===== config.mk =====
export PLATFORM = sky130hd
export DESIGN_NAME = serial_adder
export DESIGN_NICKNAME = d
export VERILOG_FILES = /design/src/rtl/serial_adder_pkg.sv /design/src/rtl/serial_fa_cell.sv /design/src/rtl/serial_adder.sv
export SDC_FILE = /design/constraint.sdc
export NUM_CORES = 1
export LEC_CHECK = 0
export CORE_MARGIN = 5
export CORE_UTILIZATION = 45
export CTS_CLUSTER_SIZE = 28
export DETAILED_ROUTE_END_ITERATION = 8
export PLACE_DENSITY = 0.87
export SLEW_MARGIN = 20
export SYNTH_ARGS = -nofsm -noshare
export SYNTH_HDL_FRONTEND = slang
export SYNTH_HIERARCHICAL = 1
export SYNTH_SLANG_ARGS = --single-unit

===== constraint.sdc =====
create_clock -name clk -period 1.2 [get_ports clk]
set_input_delay 0.18 -clock clk [delete_from_list [all_inputs] [get_ports clk]]
set_output_delay 0.18 -clock clk [all_outputs]
set_load 0.05 [all_outputs]

===== src/rtl/serial_adder_pkg.sv =====
// rtl/serial_adder_pkg.sv - shared state encoding and sizing helpers for serial_adder
package serial_adder_pkg;

    typedef enum logic [1:0] {
        IDLE  = 2'd0,
        SHIFT = 2'd1,
        DONE  = 2'd2
    } state_t;

    // Bit counter must hold 0..WIDTH-1 and never wrap; sized to WIDTH+1 values.
    function automatic int cnt_width(input int w);
        return (w < 1) ? 1 : $clog2(w + 1);
    endfunction

endpackage


===== src/rtl/serial_fa_cell.sv =====
// rtl/serial_fa_cell.sv - combinational 1-bit full adder cell
module serial_fa_cell (
    input  logic a,
    input  logic b,
    input  logic ci,
    output logic s,
    output logic co
);

    assign s  = a ^ b ^ ci;
    assign co = (a & b) | (a & ci) | (b & ci);

endmodule


===== src/rtl/serial_adder.sv =====
// rtl/serial_adder.sv - bit-serial WIDTH-bit adder, LSB first; SERIAL_ADDER_SUB_EN adds a subtract mode
module serial_adder
    import serial_adder_pkg::*;
#(
    parameter int WIDTH = 8
) (
    input  logic             clk,
    input  logic             rst,
    input  logic             in_valid,
    output logic             in_ready,
    input  logic [WIDTH-1:0] a,
    input  logic [WIDTH-1:0] b,
    input  logic             ci,
`ifdef SERIAL_ADDER_SUB_EN
    input  logic             sub,
`endif
    output logic             out_valid,
    input  logic             out_ready,
    output logic [WIDTH-1:0] sum,
    output logic             co
);

    localparam int             CW   = cnt_width(WIDTH);
    localparam logic [CW-1:0]  LAST = CW'(WIDTH - 1);

    state_t           state;
    logic [WIDTH-1:0] a_sr;
    logic [WIDTH-1:0] b_sr;
    logic [WIDTH-1:0] res_sr;
    logic [WIDTH-1:0] res_nxt;
    logic             carry;
    logic [CW-1:0]    cnt;
    logic             fa_s;
    logic             fa_c;
    logic [WIDTH-1:0] b_load;
    logic             c_load;

    serial_fa_cell u_fa (
        .a  (a_sr[0]),
        .b  (b_sr[0]),
        .ci (carry),
        .s  (fa_s),
        .co (fa_c)
    );

`ifdef SERIAL_ADDER_SUB_EN
    // Two's-complement subtract: a + ~b + 1, so co=1 means no borrow.
    assign b_load = sub ? ~b : b;
    assign c_load = sub ? 1'b1 : ci;
`else
    assign b_load = b;
    assign c_load = ci;
`endif

    // New sum bit enters at the MSB so that after WIDTH shifts bit 0 holds the first result.
    generate
        if (WIDTH == 1) begin : g_res_w1
            assign res_nxt = fa_s;
        end else begin : g_res_wn
            assign res_nxt = {fa_s, res_sr[WIDTH-1:1]};
        end
    endgenerate

    assign sum = res_sr;
    assign co  = carry;

    always_ff @(posedge clk or posedge rst) begin
        if (rst) begin
            state     <= IDLE;
            in_ready  <= 1'b1;
            out_valid <= 1'b0;
            a_sr      <= '0;
            b_sr      <= '0;
            res_sr    <= '0;
            carry     <= 1'b0;
            cnt       <= '0;
        end else begin
            case (state)
                IDLE: begin
                    if (in_valid) begin
                        a_sr     <= a;
                        b_sr     <= b_load;
                        carry    <= c_load;
                        cnt      <= '0;
                        res_sr   <= '0;
                        in_ready <= 1'b0;
                        state    <= SHIFT;
                    end
                end
                SHIFT: begin
                    a_sr   <= a_sr >> 1;
                    b_sr   <= b_sr >> 1;
                    res_sr <= res_nxt;
                    carry  <= fa_c;
                    if (cnt == LAST) begin
                        out_valid <= 1'b1;
                        state     <= DONE;
                    end else begin
                        cnt <= cnt + 1'b1;
                    end
                end
                DONE: begin
                    if (out_ready) begin
                        out_valid <= 1'b0;
                        in_ready  <= 1'b1;
                        state     <= IDLE;
                    end
                end
                default: begin
                    out_valid <= 1'b0;
                    in_ready  <= 1'b1;
                    state     <= IDLE;
                end
            endcase
        end
    end

endmodule

# Word level (Yosys, flattened, before mapping)
# Index checks and enable logic that the tools add are counted.
[word_totals]
regBits = 33
latchBits = 0
ram_bits = 0
mem_bits_ro = 0
input_bits = 21
output_inout_bits = 11
elab_cells = 53
memories = 0
[op_classes]
n_addsub = 1
n_mul = 0
n_div = 0
magnitude_cmp = 0
n_eq_ne = 7
shifts = 0
mux = 21
bitwise_logic = 9
reduce_logical = 7
[op_table]
columns = ["op", "count"]
rows = [
  ["$pmux W8 S2", 3],
  ["$mux W8", 3],
  ["$reduce_and A3 Y1", 4],
  ["$mux W4", 2],
  ["$ne A2 B2 Y1 const B", 4],
  ["$pmux W4 S2", 1],
  ["$mux W2", 3],
  ["$pmux W1 S3", 2],
  ["$pmux W2 S3", 1],
  ["$mux W1", 5],
  ["$add A4 B1 Y4 const B", 1],
  ["$eq A4 B3 Y1 const B", 1],
  ["$and A1 B1 Y1", 3],
  ["$eq A2 B1 Y1 const B", 1],
  ["$eq A2 B2 Y1 const B", 1],
  ["$logic_not A2 Y1", 1],
  ["$not A1 Y1", 2],
  ["$or A1 B1 Y1", 2],
  ["$pmux W1 S2", 1],
  ["$reduce_and A2 Y1", 1],
  ["$reduce_bool A2 Y1", 1],
  ["$xor A1 B1 Y1", 2],
]

# Depth between registers and ports, before layout
# Gate-level depths: netlist of the first run.
[logic_depth]
word_depth = 4
mapped_depth = 5
ltp_nobuf = 4

# Modules after synthesis
# The synthesis of the first run kept the hierarchy.
[modules_own_cells]
columns = ["mod", "n_inst", "cells_each", "area_each_um2", "seq_area_each_um2"]
rows = [
  ["serial_adder", 1, 128, 1461.4, 827.0],
  ["serial_fa_cell", 1, 1, 20.0, 0.0],
]

# Least setup slack after synthesis of the first run
# Ideal clock, no wire load.
[synth_path]
path_kind = "register to register"
from = "register carry (netlist: co)"
to = "register res_sr[7] (netlist: sum[7])"
setup_ns = 0.121
arrival_ns = 1.316
required_time_ns = 1.079
setup_slack_ns = -0.237
path_stages_with_launch = 3
path_buffers = 0
synth_period_minus_slack_ns = 1.437
cell_sequence = "dfrtp_1 fa_1 a22o_1"
[synth_between]
elab_chain_len = 2
[synth_lines]
columns = ["item", "line_no", "text"]
rows = [
  ["start, declared", "serial_adder.sv:31", "logic carry;"],
  ["start signal, assigned", "serial_adder.sv:83", "carry <= c_load;"],
  ["$xor A1 B1 Y1", "serial_fa_cell.sv:10", "assign s = a ^ b ^ ci;"],
  ["via fa_s", "serial_adder.sv:33", "logic fa_s;"],
  ["$pmux W8 S2", "serial_adder.sv:78", "case (state)"],
  ["end signal, assigned", "serial_adder.sv:93", "res_sr <= res_nxt;"],
  ["end, declared", "serial_adder.sv:29", "logic [WIDTH-1:0] res_sr;"],
]
# The timed path passes the listed nets, and every way through them passes these cells.
# A chain may end at the register's enable or synchronous reset.

# Final worst setup path of the first run
[layout_path]
from = "register cnt[0]"
to = "register cnt[3]"
[layout_between]
elab_chain_len = 3
elab_cells_between_ends = 6
cone_classes = "add/sub (1); eq/ne (2); mux (2); reduce/logical (1)"
[layout_lines]
columns = ["item", "line_no", "text"]
rows = [
  ["start, declared", "serial_adder.sv:32", "logic [CW-1:0] cnt;"],
  ["start signal, assigned", "serial_adder.sv:99", "cnt <= cnt + 1'b1;"],
  ["$add A4 B1 Y4 / $eq A4 B3 Y1 (equally long branches)", "serial_adder.sv:99, serial_adder.sv:95", ""],
  ["$mux W4 / $ne A2 B2 Y1 (equally long branches)", "--", ""],
  ["$pmux W4 S2 / $reduce_and A3 Y1 (equally long branches)", "--", ""],
]
# Several ways; a longest one is shown, not always the timed one. The select of a mux whose other input is x is not followed.

==> results of run 1 <==
tightest hold or removal path: stages:
cell and delay, ns:
clkdlybuf4s50_1 0.39, inv_1 0.09, buf_12 0.21
state kept, by name (all words and copies together), names as in the netlist:
name / count
co: 1
a_sr: 8
in_ready: 1
state: 2
out_valid: 1
cnt: 4
b_sr: 8
sum: 8
what timing repair did:
action,CTS,global route
cloned,2,0
resized for setup,13,13
endpoints found under the setup margin,22,33
pin swaps,11,6
hold buffers,0,0
setup buffers,7,3
power breakdown:
group	switching, mW	total (mW)	internal, mW
Clock	0.358	0.697	0.339
Sequential	0.429	2.04	1.61
Combinational	1.91	4.19	2.28
Total	2.70	6.93	4.24
cells by family after synthesis:
| logic type | count (synthesis) | synth area share [%] |
|---|---|---|
| mux | 16 | 10.9 |
| buf+inv | 9 | 4.73 |
| flops | 33 | 55.8 |
| fa+ha+maj | 2 | 2.20 |
| simple gates | 32 | 10.3 |
| compound gates | 37 | 16.0 |
final timing paths:
kind,startpoint,to,slack [ns],cells after the start
worst max register to register,cnt[0]$_DFFE_PP0P_,cnt[3]$_DFFE_PP0P_,-0.08,4
worst min register to register,a_sr[3]$_DFFE_PP0P_,a_sr[3]$_DFFE_PP0P_,0.50,2
max in group asynchronous,rst,in_ready$_DFFE_PP1P_,0.78,3
worst max-delay path,cnt[0]$_DFFE_PP0P_,cnt[3]$_DFFE_PP0P_,-0.08,4
worst min-delay path,rst,sum[3]$_DFFE_PP0P_,0.17,3
min in group clk,out_ready,in_ready$_DFFE_PP1P_,0.46,3
cell usage after synthesis, drive strengths merged, types with 3 or more instances:
master,number,area share [%]
dfrtp,32,54
o21ai,22,7.4
nand2,19,5.0
mux2i,15,10
a22o,11,6.5
buf,7,4.1
nor2,5,1.3
nor2b,3,1.8
per-stage QoR:
step / hold WS (ns) / setup slack (ns)
finish: 0.169 / -0.0774
global route: 0.180 / -0.140
CTS: 0.169 / -0.0299
detailed placement: 0.479 / -0.220
global placement: 0.462 / -0.175
floorplan: 0.308 / -0.0730
cell type report:
type	count	share of cell area, %
clock buffers	7	2.82
clock inverters	1	0.217
inverters	1	0.163
multi-input cells	88	28.5
flip-flops and latches	33	36.0
well taps	44	2.39
repair buffers	54	29.9
metal layers:
layer | part of all wire, % | vias to the layer above | global-route usage (%)
li1 | - | 568 | -
met1 | 41 | 583 | 19.6
met2 | 52 | 36 | 29.6
met3 | 4.9 | 9 | 5.49
met4 | 1.9 | 0 | 5.06
met5 | 0 | - | 0
==> reports/results.ini, run 1 <==
[status]
status=finished, violations left
violations=negative setup slack

[clocking]
numCtsBuffers=5
clk_path_buf_depth=2
clk_latency_ns=0.33
clkTransAtPathRegs_ns=0.10
clkSinkCount=33
root_buffer=clkbuf_4
htreeDepth=2
cts_tree=yes

[sta]
worst_slew_pin_slew_ns=0.286
relSlewSlack_pct=80.9
rsz0062_at_grt=yes
slew_violations=0
period_share_pct=106
fin_ws_ns=-0.0774
fin_worst_skew_ns=0.00716
timing.final.hold_violations=0
min_period_ns=1.28
setup_violations=30
fmax_mhz=783
fin_tns_setup_ns=-0.835

[floorplanning]
rows=20
design.die.area_um2=4540
ioPinCount=32
fp.dieH_um=67.4
core_area_um2=3100
start_util_pct=47.7
die_w_um=67.4

[global_routing]
grt_pass1_vias=1205
grt_pass1_wl_mm=5.63
grt_overflow=0
gr-usage-all-layers_pct=16.9
grt_max_degree=34
antenna_found_initial=0

[synthesis]
ys_ff_latch=33
yosysWarnings=6
netlist_area_um2=1480
ys.flop_type=dfrtp_1
avgSynthCellArea_um2=11.5
seq_area_frac_synth_pct=55.8
synth-edff-count=0
synth_fp_nets=152
synthArstFlopShare_pct=100
syn-instance-count=129
synth_cell_types=29

[power_and_ir_drop]
p_leak_nw=1.10
p_total_mw=6.93
power.density_nw_per_um2=3010
vdd_drop_max_mv=1.20

[worst_setup_path]
arrival_ns=1.50
worstPathCellList=ha_2, and4b_4, nor2_4, a22o_1
cp_max_fo=7
worstSetupPathType=reg2reg
crit_slowest_cell=dfrtp_1
critPathLaunchType=flip-flop
crit_buf_inv=0
max_stage_delay_ns=0.39
cp_top_family=flip-flops
crit_path_end_kind=flip-flop
critical_path_required_ns=1.43

[final_layout]
utilization_pct=74.2
seqCellArea_um2=828
post_layout_nonfiller_instances=228
layout_common_cells=dfrtp_1 (31), clkdlybuf4s50_1 (20), nand2_1 (18)
antenna_cells=0
design_area_um2=2300
multi_input_area_um2=657
mostFrequentLayoutCell=dfrtp_1
final_layout_size_suffix_gt1_share_pct=31.5
area.growth.synth_to_final_pct=55.5
nNetsFinal=206
fillers=222

[routing]
vias_per_cell=5.25
post-route-drc-count=0
vias=1196
wl_per_cell_um=15.0
ant_nets=0
drt-pass1-iter-count=4
drt_iter0_drc=35
detail_route.wirelength_mm=3.42

[placement]
post_dp_cell_area_um2=2030
dp_hpwl_mm=2.20
gp_congestion=0.729
port_buffers=31
dp_cells=208

[min_path]
min_path_type=in2async

[flow_run]
maxCapViolations=0

Power figures use the tool's default switching activity.
==> inputs of run 2 (changes only) <==
--- a/config.mk
+++ b/config.mk
@@ -6,10 +6,10 @@
 export NUM_CORES = 1
 export LEC_CHECK = 0
 export CORE_MARGIN = 5
-export CORE_UTILIZATION = 45
+export CORE_UTILIZATION = 49
 export CTS_CLUSTER_SIZE = 28
 export DETAILED_ROUTE_END_ITERATION = 8
-export PLACE_DENSITY = 0.87
+export PLACE_DENSITY = 0.9
 export SLEW_MARGIN = 20
 export SYNTH_ARGS = -nofsm -noshare
 export SYNTH_HDL_FRONTEND = slang
==> constraint.sdc (replaced) <==
create_clock -name clk -period 1.3 [get_ports clk]
set_input_delay 0.195 -clock clk [delete_from_list [all_inputs] [get_ports clk]]
set_output_delay 0.195 -clock clk [all_outputs]
set_load 0.01 [all_outputs]
==> run 2 against run 1 <==
Compared with the run above: the flow still finishes with violations (negative setup slack); wire length is 11% lower; non-clock buffer count is 11 lower; global-route usage is 0.96 points lower; register-to-register slack better by 0.06 ns; core utilization is 9.0 points lower; sequential power is 12% lower; clock skew hardly changed; critical endpoint unchanged; largest power group unchanged.
==> reports/results.ini, run 2 (same netlist as run 1, synthesis figures left out) <==
[placement]
port_buffers=31
dp_hpwl_mm=2.21
pre_cts_ws_ns=-0.134
post_dp_cell_area_um2=1850
gp_congestion=0.750

[global_routing]
use_met2_pct=28.2
grt_pass1_vias=1179
antenna_found_initial=0
met1_usage_pct=18.4
busiest_layer=met2
gr-usage-all-layers_pct=15.9
grt.met3_usage_pct=4.85
grt_pass1_wl_mm=5.18
grt_max_degree=34
grt_overflow=0

[final_layout]
utilization_pct=65.3
multi_input_area_um2=598
nNetsFinal=194
layout_common_cells=dfrtp_1 (30), clkdlybuf4s50_1 (20), nand2_1 (18)
design_area_um2=1940
mostFrequentLayoutCell=dfrtp_1
antenna_cells=0
area.growth.synth_to_final_pct=31.2
final_layout_size_suffix_gt1_share_pct=16.9
fillers=226
seqCellArea_um2=830

[worst_setup_path]
setup.worst_path.end=cnt[3]$_DFFE_PP0P_
ff2ff_path_depth=4
critical_path_required_ns=1.52
cp_max_fo=28
reg2reg_slack_ns=-0.02
r2r-start=state[0]$_DFFE_PP0P_
reg2reg_to=cnt[3]$_DFFE_PP0P_
critPathLaunchType=flip-flop
worstSetupPathType=reg2reg
crit_path_end_kind=flip-flop
critPathLaunch=state[0]$_DFFE_PP0P_
arrival_ns=1.54

[routing]
vias=1079
drt-pass1-iter-count=4
post-route-drc-count=0
ant_nets=0
wl_per_cell_um=14.8
drt_iter0_drc=32
detail_route.wirelength_mm=3.04
vias_per_cell=5.26

[floorplanning]
core_area_um2=2980
design.die.area_um2=4220
fp.dieH_um=65.0
rows=20
start_util_pct=49.7
die_w_um=65.0
ioPinCount=32

[clocking]
clk_latency_ns=0.33
clkTransAtPathRegs_ns=0.10
cts_tree=yes
clkSinkCount=33
htreeDepth=2
clk_path_buf_depth=2
root_buffer=clkbuf_4
postCtsHoldBufs=0
numCtsBuffers=5

[power_and_ir_drop]
switchingPower_mw=1.69
vdd_drop_max_mv=1.20
power_frac_comb_pct=47.6
swShare_pct=36.8
pwr-share-clk_pct=13.1
internal_power_mw=2.90
p_leak_nw=0.963
pwr-share-seq_pct=39.2
power.density_nw_per_um2=2360

[status]
violations=negative setup slack
status=finished, violations left

[min_path]
min_path_type=in2async

[sta]
worst_slew_pin_slew_ns=0.244
setup_violations=1
fin_worst_skew_ns=0.00725
rsz0062_at_grt=yes
fin_ws_ns=-0.0177
slew_violations=0
relSlewSlack_pct=83.7
period_share_pct=101
fmax_mhz=759
min_period_ns=1.32
fin_hold_ws_ns=0.210
timing.final.hold_violations=0

[flow_run]
maxCapViolations=0

-- run 2: cell types whose count changed in the layout (fill, tap and decap cells not counted), moves of 2 or more --
cell / change
buf_12: -13
buf_4: -3
buf_6: -4
clkbuf_1: +2
dlygate4sd2_1: +10
nor2_4: -2
o21ai_0: +4
o21ai_1: -3
-- run 2: area by class of cell --
| class | count | share of cell area (%) |
|---|---|---|
| Tap cell | 33 | 2.12 |
| Timing Repair Buffer | 43 | 21.2 |
| Clock buffer | 8 | 3.03 |
| Sequential cell | 33 | 42.7 |
| Inverter | 1 | 0.193 |
| Multi-Input combinational cell | 87 | 30.8 |
-- run 2: worst min-delay path by stage --
| stage | start | end | slack, ns | cells after the start |
|---|---|---|---|---|
| 3_5_place_dp | a_sr[4]$_DFFE_PP0P_ | a_sr[4]$_DFFE_PP0P_ | 0.48 | 2 |
| 6_report | rst | b_sr[6]$_DFFE_PP0P_ | 0.21 | 3 |
| 2_1_floorplan | rst | a_sr[0]$_DFFE_PP0P_ | 0.32 | 1 |
| 3_3_place_gp | a_sr[1]$_DFFE_PP0P_ | a_sr[1]$_DFFE_PP0P_ | 0.46 | 2 |
| 4_1_cts | rst | cnt[1]$_DFFE_PP0P_ | 0.22 | 3 |
| 5_1_grt | rst | sum[7]$_DFFE_PP0P_ | 0.22 | 3 |
-- run 2: repair_timing --
| action | in CTS | in global routing |
|---|---|---|
| endpoints found under the hold margin | 0 | 0 |
| setup buffers | 4 | 0 |
| gates resized for setup | 15 | 8 |
| endpoints found under the setup margin | 12 | 20 |
| pin swaps | 0 | 3 |
| gates cloned | 0 | 0 |
-- run 2: through the flow --
| stage | total power, mW | setup TNS [ns] | instances |
|---|---|---|---|
| floorplan | 3.28 | 0 | 129 |
| CTS | 4.56 | 0 | 205 |
| global route | 4.95 | -0.0525 | 205 |
| detailed placement | 4.00 | -2.19 | 193 |
| global placement | 3.83 | -1.50 | 193 |
| finish | 4.59 | -0.0177 | 205 |
-- run 2: power by group through the flow --
stage | Clock (mW) | Sequential [mW] | Combinational, mW
floorplan | 0 | 1.83 | 1.44
global placement | 0 | 1.79 | 2.04
detailed placement | 0 | 1.83 | 2.17
CTS | 0.616 | 1.79 | 2.16
global route | 0.660 | 1.87 | 2.42
finish | 0.603 | 1.80 | 2.19
-- run 2: routing by layer --
metal	share of wire [%]	routed length, µm
met1	43	1310
met2	51	1550
met3	4.9	148
met4	1.1	34
met5	0	0
-- run 2: critical path, stage by stage (launching register included) --
cell and delay, ns:
dfrtp_2 0.46, nor2b_4 0.15, buf_12 0.16, a21o_1 0.18
a22o_1 0.24
==> inputs of run 3 (changes only) <==
--- a/config.mk
+++ b/config.mk
@@ -5,11 +5,13 @@
 export SDC_FILE = /design/constraint.sdc
 export NUM_CORES = 1
 export LEC_CHECK = 0
+export CAP_MARGIN = 40
 export CORE_MARGIN = 5
-export CORE_UTILIZATION = 49
+export CORE_UTILIZATION = 45
 export CTS_CLUSTER_SIZE = 28
 export DETAILED_ROUTE_END_ITERATION = 8
-export PLACE_DENSITY = 0.9
+export GPL_ROUTABILITY_DRIVEN = 0
+export PLACE_DENSITY = 0.87
 export SLEW_MARGIN = 20
 export SYNTH_ARGS = -nofsm -noshare
 export SYNTH_HDL_FRONTEND = slang
==> constraint.sdc (replaced) <==
create_clock -name clk -period 1.14 [get_ports clk]
set_input_delay 0.171 -clock clk [delete_from_list [all_inputs] [get_ports clk]]
set_output_delay 0.171 -clock clk [all_outputs]
set_load 0.01 [all_outputs]
==> run 3 against run 2 <==
Compared with the run above: the run still ends with negative setup slack left; die area rose by 7.5%; core utilization rose by 7.1 points; non-clock buffer count rose by 25; sequential power rose by 11%; cell count rose by 18%; wire length rose by 13%; register-to-register slack got worse by 0.16 ns; flip-flop and latch count did not move; design area rose by 16%; clock skew rose by 0.0099 ns; sequential share of layout area fell by 5.8 points.
==> reports/results.ini, run 3 (same netlist as run 1, synthesis figures left out) <==
[routing]
vias_per_cell=5.08
post-route-drc-count=0
drt-pass1-iter-count=4
detail_route.wirelength_mm=3.44
vias=1224
wl_per_cell_um=14.3
drt_iter0_drc=89
ant_nets=0

[clocking]
numCtsBuffers=5
clkTransAtPathRegs_ns=0.11
root_buffer=clkbuf_4
cts_tree=yes
clk_latency_ns=0.34
clk_path_buf_depth=2
htreeDepth=2
postCtsHoldBufs=0
clkSinkCount=33

[status]
status=finished, violations left
violations=negative setup slack

[final_layout]
nNetsFinal=219
area.growth.synth_to_final_pct=51.6
fillers=228
antenna_cells=0
post_layout_nonfiller_instances=241
design_area_um2=2250
final_layout_size_suffix_gt1_share_pct=36.5
layout_common_cells=dfrtp_1 (31), buf_4 (26), clkdlybuf4s50_1 (20)
mostFrequentLayoutCell=dfrtp_1

[sta]
worst_slew_pin_slew_ns=0.325
relSlewSlack_pct=78.3
fin_hold_ws_ns=0.158
slew_violations=0
timing.final.hold_violations=0
min_period_ns=1.32
period_share_pct=115
rsz0062_at_grt=yes
setup_violations=32
fin_ws_ns=-0.176
fmax_mhz=760
fin_tns_setup_ns=-3.27
fin_worst_skew_ns=0.0172

[min_path]
min_path_type=in2async

[worst_setup_path]
reg2reg_to=a_sr[1]$_DFFE_PP0P_
crit_path_end_kind=flip-flop
arrival_ns=1.52
cp_max_fo=7
ff2ff_path_depth=5
critical_path_required_ns=1.35
r2r-start=state[1]$_DFFE_PP0P_
reg2reg_slack_ns=-0.18
critPathLaunchType=flip-flop
worstSetupPathType=reg2reg

[floorplanning]
core_area_um2=3100
die_w_um=67.4
design.die.area_um2=4540
fp.dieH_um=67.4
start_util_pct=47.7
rows=20
ioPinCount=32

[global_routing]
grt_pass1_vias=1279
antenna_found_initial=0
gr-usage-all-layers_pct=16.6
grt_max_degree=34
grt_overflow=0
grt_pass1_wl_mm=5.60

[placement]
pre_cts_ws_ns=-0.289
dp_hpwl_mm=2.29
post_dp_cell_area_um2=1940
port_buffers=31
dp_cells=211

[flow_run]
maxCapViolations=0

[power_and_ir_drop]
p_leak_nw=1.12
power.density_nw_per_um2=2920
vdd_drop_max_mv=1.39

run 3: final cells by class:
class / instances / area, µm² / area share [%]
well taps: 44 / 55.1 / 2.45
multi-input cells: 87 / 632 / 28.1
flip-flops and latches: 33 / 828 / 36.9
clock buffers: 7 / 55.1 / 2.45
clock inverters: 1 / 30.0 / 1.34
repair buffers: 68 / 642 / 28.6
inverters: 1 / 3.75 / 0.167
run 3: stage by stage:
step                      utilization [%]  power [mW]
after floorplan                         -        3.81
after global placement               62.5        4.61
after detailed placement             62.5        4.80
after CTS                            70.9        6.32
after global routing                 72.4        6.99
final                                72.4        6.55
run 3: worst max-delay path by stage:
stage                         start                   end  depth (start not counted)
2_1_floorplan    cnt[0]$_DFFE_PP0P_  state[1]$_DFFE_PP0P_                          4
5_1_grt        state[1]$_DFFE_PP0P_   a_sr[1]$_DFFE_PP0P_                          5
3_5_place_dp               in_valid   a_sr[1]$_DFFE_PP0P_                          4
6_report       state[1]$_DFFE_PP0P_   a_sr[1]$_DFFE_PP0P_                          5
3_3_place_gp               in_valid   a_sr[1]$_DFFE_PP0P_                          4
4_1_cts        state[1]$_DFFE_PP0P_   b_sr[4]$_DFFE_PP0P_                          5
run 3: power by group:
part / switching (mW) / total (mW) / leakage [nW] / internal [mW]
combinational: 1.54 / 3.64 / 0.663 / 2.10
sequential: 0.303 / 2.00 / 0.414 / 1.70
clock: 0.390 / 0.914 / 0.0455 / 0.524
total: 2.23 / 6.55 / 1.12 / 4.32
run 3: per-layer routing:
layer / track usage [%] / vias up / part of all wire (%)
met5: 0 / - / 0
met1: 18.4 / 600 / 43
met4: 6.08 / 0 / 0.93
li1: - / 592 / -
met2: 30.3 / 29 / 52
met3: 4.49 / 3 / 4.1
run 3: critical path: stages, from the launching register on:
cell,delay [ns]
dfrtp_2,0.46
nor2b_4,0.19
buf_12,0.13
buf_12,0.12
mux2i_1,0.17
o21ai_0,0.11
run 3: timing repair:
action,CTS,global route
setup endpoints to repair,42,40
pin swaps,5,5
gates resized for setup,47,23
cloned,1,1
setup buffers,15,6
endpoints found under the hold margin,0,0
